[config.mk]
export PLATFORM = sky130hd
export DESIGN_NAME = pipe_ctrl_flat
export DESIGN_NICKNAME = d
export VERILOG_FILES = /design/src/rtl/pipe_ctrl_if.sv /design/src/rtl/pipe_ctrl.sv /design/src/flat_wrapper.sv
export SDC_FILE = /design/constraint.sdc
export NUM_CORES = 1
export LEC_CHECK = 0
export CAP_MARGIN = 20
export CORE_MARGIN = 2
export CORE_UTILIZATION = 60
export DETAILED_ROUTE_END_ITERATION = 8
export DONT_BUFFER_PORTS = 1
export PLACE_DENSITY = 0.76
export RECOVER_POWER = 25
export SLEW_MARGIN = 5
export SYNTH_ARGS = -nofsm -noshare
export SYNTH_HDL_FRONTEND = slang
export SYNTH_SLANG_ARGS = --single-unit
[constraint.sdc]
create_clock -name clk -period 4.3 [get_ports clk]
set_clock_uncertainty 0.2 [all_clocks]
set_input_delay 1.29 -clock clk [delete_from_list [all_inputs] [get_ports clk]]
set_output_delay 1.29 -clock clk [all_outputs]
set_load 0.05 [all_outputs]
[src/rtl/pipe_ctrl_if.sv]
// Handshake bundle between the pipeline stages and pipe_ctrl.
// The pipeline side uses the master modport and pipe_ctrl uses the slave modport.
interface pipe_ctrl_if;
  logic       stallreq_id_i;
  logic       mc_start_i;
  logic [5:0] mc_cycles_i;
  logic       mem_req_i;
  logic       mem_ack_i;
  logic       flush_req_i;
  logic [5:0] stall_o;
  logic       flush_o;
  logic       busy_o;
  logic       timeout_o;

  modport master (
    output stallreq_id_i, mc_start_i, mc_cycles_i, mem_req_i, mem_ack_i, flush_req_i,
    input  stall_o, flush_o, busy_o, timeout_o
  );

  modport slave (
    input  stallreq_id_i, mc_start_i, mc_cycles_i, mem_req_i, mem_ack_i, flush_req_i,
    output stall_o, flush_o, busy_o, timeout_o
  );
endinterface

[src/rtl/pipe_ctrl.sv]
// Pipeline stall/flush controller: prioritises memory, multi-cycle EX and ID stalls.
// Optional macro STALL_TIMEOUT_EN adds a memory-wait watchdog with a sticky timeout flag.
module pipe_ctrl #(
  parameter logic [7:0] TIMEOUT_CYCLES = 8'd255
) (
  input  logic       clk,
  input  logic       rst,
  pipe_ctrl_if.slave bus
);
  typedef enum logic [1:0] {
    IDLE     = 2'd0,
    MC_BUSY  = 2'd1,
    MEM_WAIT = 2'd2
  } state_t;

  localparam logic [5:0] STALL_MEM  = 6'b011111;
  localparam logic [5:0] STALL_EX   = 6'b001111;
  localparam logic [5:0] STALL_ID   = 6'b000111;
  localparam logic [5:0] STALL_NONE = 6'b000000;

  state_t     state_q, state_d;
  logic [5:0] mc_cnt_q, mc_cnt_d;
  logic       resume_q, resume_d;
  logic       flush_pend_q, flush_pend_d;

  logic       mem_stall_c;
  logic       flush_c;
  logic       mc_act_c;
  logic       start_c;
  logic       trip_c;
  logic       mem_supp_c;
  logic       timeout_c;
  logic [5:0] stall_c;

`ifdef STALL_TIMEOUT_EN
  logic [7:0] wait_cnt_q, wait_cnt_d;
  logic       to_flag_q;
  logic       mem_supp_q, mem_supp_d;

  // Trips on the cycle whose increment would bring the wait count to TIMEOUT_CYCLES.
  assign trip_c = mem_stall_c && (({1'b0, wait_cnt_q} + 9'd1) == {1'b0, TIMEOUT_CYCLES});

  always_comb begin
    wait_cnt_d = 8'd0;
    if (mem_stall_c && !trip_c) begin
      wait_cnt_d = wait_cnt_q + 8'd1;
    end
    mem_supp_d = mem_supp_q;
    if (trip_c) begin
      mem_supp_d = 1'b1;
    end else if (!bus.mem_req_i) begin
      mem_supp_d = 1'b0;
    end
  end

  always_ff @(posedge clk) begin
    if (!rst) begin
      wait_cnt_q <= 8'd0;
      to_flag_q  <= 1'b0;
      mem_supp_q <= 1'b0;
    end else begin
      wait_cnt_q <= wait_cnt_d;
      to_flag_q  <= to_flag_q | trip_c;
      mem_supp_q <= mem_supp_d;
    end
  end

  assign mem_supp_c = mem_supp_q;
  assign timeout_c  = to_flag_q;
`else
  logic unused_timeout;
  assign unused_timeout = ^TIMEOUT_CYCLES;
  assign trip_c         = 1'b0;
  assign mem_supp_c     = 1'b0;
  assign timeout_c      = 1'b0;
`endif

  assign mem_stall_c = bus.mem_req_i && !bus.mem_ack_i && !mem_supp_c;
  assign flush_c     = !mem_stall_c && (bus.flush_req_i || flush_pend_q);
  // A multi-cycle op stays live across a memory wait; resume_q remembers it.
  assign mc_act_c    = (state_q == MC_BUSY) || ((state_q == MEM_WAIT) && resume_q);
  assign start_c     = bus.mc_start_i && (bus.mc_cycles_i >= 6'd2) && !mc_act_c;

  always_ff @(posedge clk) begin
    if (!rst) begin
      state_q      <= IDLE;
      mc_cnt_q     <= 6'd0;
      resume_q     <= 1'b0;
      flush_pend_q <= 1'b0;
    end else begin
      state_q      <= state_d;
      mc_cnt_q     <= mc_cnt_d;
      resume_q     <= resume_d;
      flush_pend_q <= flush_pend_d;
    end
  end

  always_comb begin
    state_d      = state_q;
    mc_cnt_d     = mc_cnt_q;
    resume_d     = resume_q;
    flush_pend_d = flush_pend_q;
    if (mem_stall_c) begin
      // The counter freezes; a start in this cycle still consumes its first cycle.
      state_d  = MEM_WAIT;
      resume_d = mc_act_c || start_c;
      if (start_c) begin
        mc_cnt_d = bus.mc_cycles_i - 6'd2;
      end
      if (bus.flush_req_i) begin
        flush_pend_d = 1'b1;
      end
    end else if (flush_c) begin
      state_d      = IDLE;
      mc_cnt_d     = 6'd0;
      resume_d     = 1'b0;
      flush_pend_d = 1'b0;
    end else if (start_c) begin
      state_d  = MC_BUSY;
      mc_cnt_d = bus.mc_cycles_i - 6'd2;
      resume_d = 1'b0;
    end else if (mc_act_c) begin
      resume_d = 1'b0;
      if (mc_cnt_q == 6'd0) begin
        state_d = IDLE;
      end else begin
        state_d  = MC_BUSY;
        mc_cnt_d = mc_cnt_q - 6'd1;
      end
    end else begin
      state_d  = IDLE;
      resume_d = 1'b0;
    end
    if (trip_c) begin
      flush_pend_d = 1'b1;
    end
  end

  always_comb begin
    stall_c = STALL_NONE;
    if (mem_stall_c) begin
      stall_c = STALL_MEM;
    end else if (flush_c) begin
      stall_c = STALL_NONE;
    end else if (mc_act_c || start_c) begin
      stall_c = STALL_EX;
    end else if (bus.stallreq_id_i) begin
      stall_c = STALL_ID;
    end
    bus.stall_o   = rst ? stall_c : STALL_NONE;
    bus.flush_o   = rst && flush_c;
    bus.busy_o    = rst && (state_q != IDLE);
    bus.timeout_o = rst && timeout_c;
  end
endmodule

[src/flat_wrapper.sv]
// flat-port wrapper written by rule: the top's interface ports become plain ports
module pipe_ctrl_flat 
#(
  parameter logic [7:0] TIMEOUT_CYCLES = 8'd255
)
  (clk, rst, bus_stallreq_id_i, bus_mc_start_i, bus_mc_cycles_i, bus_mem_req_i, bus_mem_ack_i, bus_flush_req_i, bus_stall_o, bus_flush_o, bus_busy_o, bus_timeout_o);
  pipe_ctrl_if bus_i ();
  input  logic clk;
  input  logic rst;
  input wire logic [$bits(bus_i.stallreq_id_i)-1:0] bus_stallreq_id_i;
  input wire logic [$bits(bus_i.mc_start_i)-1:0] bus_mc_start_i;
  input wire logic [$bits(bus_i.mc_cycles_i)-1:0] bus_mc_cycles_i;
  input wire logic [$bits(bus_i.mem_req_i)-1:0] bus_mem_req_i;
  input wire logic [$bits(bus_i.mem_ack_i)-1:0] bus_mem_ack_i;
  input wire logic [$bits(bus_i.flush_req_i)-1:0] bus_flush_req_i;
  output wire logic [$bits(bus_i.stall_o)-1:0] bus_stall_o;
  output wire logic [$bits(bus_i.flush_o)-1:0] bus_flush_o;
  output wire logic [$bits(bus_i.busy_o)-1:0] bus_busy_o;
  output wire logic [$bits(bus_i.timeout_o)-1:0] bus_timeout_o;
  assign bus_i.stallreq_id_i = bus_stallreq_id_i;
  assign bus_i.mc_start_i = bus_mc_start_i;
  assign bus_i.mc_cycles_i = bus_mc_cycles_i;
  assign bus_i.mem_req_i = bus_mem_req_i;
  assign bus_i.mem_ack_i = bus_mem_ack_i;
  assign bus_i.flush_req_i = bus_flush_req_i;
  assign bus_stall_o = bus_i.stall_o;
  assign bus_flush_o = bus_i.flush_o;
  assign bus_busy_o = bus_i.busy_o;
  assign bus_timeout_o = bus_i.timeout_o;
  pipe_ctrl #(.TIMEOUT_CYCLES(TIMEOUT_CYCLES)) u_core (.clk(clk), .rst(rst), .bus(bus_i));
endmodule
==> results by group <==
Run status
  – Run status: complete, no violations

Global route
  – Global-route wire length before repair: 2.46 mm
  – Pin count of the biggest net entering global routing: 12
  – Grt total ovfl: 0
  – Antenna violations before repair: 0
  – Vias in the first global route: 586
  – Overall global routing resource usage: 22.6%

Die
  – Initial core utilization: between 60% and 70%
  – Core Rows: 13
  – Top-Level Pins: 22
  – DIE AREA: 1650 um^2
  – Floorplan die width: 40.6 um
  – Area of the core: 1280 um^2
  – Die Ht: 40.6 um

Layout
  – Register area: 200 um^2
  – Final cell count without fillers: 111
  – Fraction of final layout cells sized beyond drive strength 1: 16.7%
  – P&R area growth vs syn: 4.04%
  – Layout Nets: 113
  – Filler Cells Inserted: 121
  – Area of combinational cells with multiple inputs: 544 um^2
  – Fin area: between 800 and 900 um^2
  – # diodes: 0

Synth
  – Number of different library cells in the post-synthesis netlist: 42
  – Area of the mapped netlist: ~800 um^2
  – Syn Area/Cell: around 8.3 um^2
  – Share of synthesized flip-flops with an asynchronous set or reset: 0%
  – Primary FF master, synth: sky130_fd_sc_hd__dfxtp_1
  – #FFs+latches synth: 10
  – Cell count after synthesis: 97
  – Cell type contributing the most total cell area after synthesis: sky130_fd_sc_hd__dfxtp_1
  – Number of warnings issued by yosys: 0
  – Sequential-to-total area share from yosys stat: 24.8%
  – Yosys top cell area share: between 20% and 30%
  – EDFF count, synth: 0
  – Area contributors post-synth: sky130_fd_sc_hd__dfxtp_1, sky130_fd_sc_hd__buf_4, sky130_fd_sc_hd__nor2_1

Power
  – Logic pwr share: 35.8%
  – Relative contribution of the clock network to total power: 23.8%
  – Max VDD drop: 192 uV
  – Switching power summed over all nets: 0.0949 mW
  – Pwr Density: 313 nW/um^2
  – Share of total power consumed by net switching: about 36%
  – Sequential Power Share: 40.4%
  – Leakage power: around 0.37 nW
  – Int Power: 0.168 mW

Routing
  – Vias after detailed routing: 658
  – Number of iterations in the first detailed-routing pass: 4
  – ANT nets after route: 0
  – Via count normalized by instance count: 5.93
  – Total Wirelength: 1.54 mm
  – DRC violations left: 0
  – 1st-iter DRT viols: 16
  – Wire per inst: roughly 14 um

CTS
  – Root cell of the clock tree: sky130_fd_sc_hd__clkbuf_4
  – Number of resized instances in the post-cts repair step: 0
  – # Post-CTS Setup Buffers: 0
  – CTS Buffer Depth: 2
  – Number of sinks driven by the clock tree: 10
  – Reg clk slew, reported paths: 0.06 ns
  – Worst-skew pair later-pin latency: 0.26 ns
  – H-tree level count: 1
  – Num CTS Buffers: 3
  – Hold Buf Count CTS: 0
  – TritonCTS clock tree: yes

Worst setup path
  – CP cell instances: or4_4, o21a_1, o31ai_2, a21boi_4
  – Max Fanout on Critical Path: 4
  – Launching element type of the critical path: primary input
  – CP Data Arrival Time: 2.72 ns
  – Buffers and inverters on the worst path: 0
  – Minimum setup slack among reg-to-reg paths: 2.08 ns
  – Type of element capturing the critical path: output port
  – Endpoint required time on the critical path: between 2 and 3 ns
  – Worst Setup Path Type: primary input to output port
  – Delay of the slowest cell on the worst path: 0.55 ns
  – Slowest cell on the critical path: sky130_fd_sc_hd__or4_4
  – Dominant delay contributor by cell family on the critical path: compound AO/OA/AOI/OAI gates

STA
  – Hold Worst Slack: between 0.3 and 0.4 ns
  – Number of hold-slack violations in the final timing report: 0
  – Max-slew headroom: between 20% and 30%
  – Setup total negative slack: 0 ns
  – Maximum operating frequency: 0.237 GHz
  – Transition time at the pin with the least slew margin: around 1.0 ns
  – Fin crit share: 98.0%
  – Slew Viols, Final: 0
  – Minimum period implied by the final worst setup slack: 4.21 ns
  – Endpoints failing setup: 0
  – Setup repair after global routing missed its margin: false

Run
  – Reported max-cap violation count: 0

Placement
  – Area post-placement: between 800 and 900 um^2
  – Number of buffers inserted by port buffering: 0
  – Post-DP HPWL: 1.22 mm
  – Cell Count Post-Placement: roughly 110
  – GP Congestion: roughly 0.8

Hold path
  – Worst min-delay path category: register to register
==> sequential cells by signal, indices dropped and copies added, names as in the netlist <==
name                 flops
u_core.mc_cnt_q          6
u_core.state_q           2
u_core.flush_pend_q      1
u_core.resume_q          1
==> power groups by stage <==
| stage | Sequential [mW] | Clock, mW | Combinational (mW) |
|---|---|---|---|
| 2_1_floorplan | 0.107 | 0 | 0.0865 |
| 3_3_place_gp | 0.108 | 0 | 0.0934 |
| 3_5_place_dp | 0.108 | 0 | 0.0940 |
| 4_1_cts | 0.106 | 0.0652 | 0.0944 |
| 5_1_grt | 0.107 | 0.0707 | 0.103 |
| 6_report | 0.106 | 0.0626 | 0.0939 |
==> cells in the mapped netlist (2+ instances only) <==
master	number
sky130_fd_sc_hd__nand2_1	7
sky130_fd_sc_hd__o21ai_1	2
sky130_fd_sc_hd__and2_1	2
sky130_fd_sc_hd__mux2_1	2
sky130_fd_sc_hd__buf_4	5
sky130_fd_sc_hd__clkbuf_1	2
sky130_fd_sc_hd__or2_1	2
sky130_fd_sc_hd__o21ai_4	2
sky130_fd_sc_hd__mux2i_1	2
sky130_fd_sc_hd__xor2_1	3
sky130_fd_sc_hd__ha_1	2
sky130_fd_sc_hd__o22ai_1	2
sky130_fd_sc_hd__nor3_1	2
sky130_fd_sc_hd__o31ai_1	4
sky130_fd_sc_hd__o21ai_0	2
sky130_fd_sc_hd__dfxtp_1	10
sky130_fd_sc_hd__inv_1	8
sky130_fd_sc_hd__nor2b_1	2
sky130_fd_sc_hd__nor2_1	9
sky130_fd_sc_hd__and3_1	3
sky130_fd_sc_hd__o2bb2ai_1	3
==> routing by layer <==
| layer | up-vias | global-route usage [%] | share of wire, % |
|---|---|---|---|
| li1 | 337 | - | - |
| met1 | 300 | 31.0 | 50 |
| met2 | 19 | 34.1 | 43 |
| met3 | 2 | 5.98 | 5.8 |
| met4 | 0 | 7.50 | 1.4 |
| met5 | - | 0 | 0 |
==> worst paths after layout <==
kind	start	depth (start not counted)	to
worst max-delay path	bus_mc_cycles_i[1]	4	bus_stall_o[0]
worst min-delay path	u_core.mc_cnt_q[1]$_SDFFE_PN0P_	1	u_core.mc_cnt_q[1]$_SDFFE_PN0P_
worst max register to register	u_core.mc_cnt_q[0]$_SDFFE_PN0P_	7	u_core.mc_cnt_q[0]$_SDFFE_PN0P_
worst min register to register	u_core.mc_cnt_q[1]$_SDFFE_PN0P_	1	u_core.mc_cnt_q[1]$_SDFFE_PN0P_
==> cell usage in the layout (no fill, tap or decap), types with 2 or more instances in the layout <==
master                      count
sky130_fd_sc_hd__o21a_1         2
sky130_fd_sc_hd__o2bb2ai_1      3
sky130_fd_sc_hd__buf_4          2
sky130_fd_sc_hd__o21ai_4        2
sky130_fd_sc_hd__inv_1          8
sky130_fd_sc_hd__dfxtp_1       10
sky130_fd_sc_hd__clkbuf_4       4
sky130_fd_sc_hd__nand2_1        7
sky130_fd_sc_hd__nor3_1         2
sky130_fd_sc_hd__o31ai_1        3
sky130_fd_sc_hd__o21ai_0        2
sky130_fd_sc_hd__nor2b_1        2
sky130_fd_sc_hd__conb_1         2
sky130_fd_sc_hd__mux2_1         2
sky130_fd_sc_hd__and2_1         2
sky130_fd_sc_hd__mux2i_1        2
sky130_fd_sc_hd__and3_1         3
sky130_fd_sc_hd__o21ai_1        2
sky130_fd_sc_hd__o22ai_1        2
sky130_fd_sc_hd__xor2_1         3
sky130_fd_sc_hd__ha_1           2
sky130_fd_sc_hd__or2_1          2
sky130_fd_sc_hd__nor2_1         9
==> area by class of cell <==
| type | count | area share, % |
|---|---|---|
| Sequential cell | 10 | 23.9 |
| Multi-Input combinational cell | 72 | 64.9 |
| Clock buffer | 3 | 2.69 |
| Inverter | 8 | 3.58 |
| Timing Repair Buffer | 3 | 2.69 |
| Tap cell | 15 | 2.24 |
==> per-stage QoR <==
step                      setup WS [ns]  util, %  power [mW]
after floorplan                  0.0404        -       0.193
after global placement            0.104     63.6       0.201
after detailed placement         0.0879     63.6       0.202
after CTS                        0.0879     65.3       0.266
after global routing             0.0299     65.2       0.281
final                            0.0864     65.2       0.263
==> kinds of logic after synthesis <==
group           synth area share, %
compound gates                 29.2
fa+ha+maj                      3.11
other cells                   0.465
simple gates                   23.9
mux                            5.28
xor+xnor                       3.26
buf+inv                        9.94
flops                          24.8
No activity file was read; power rests on OpenSTA's default activity.
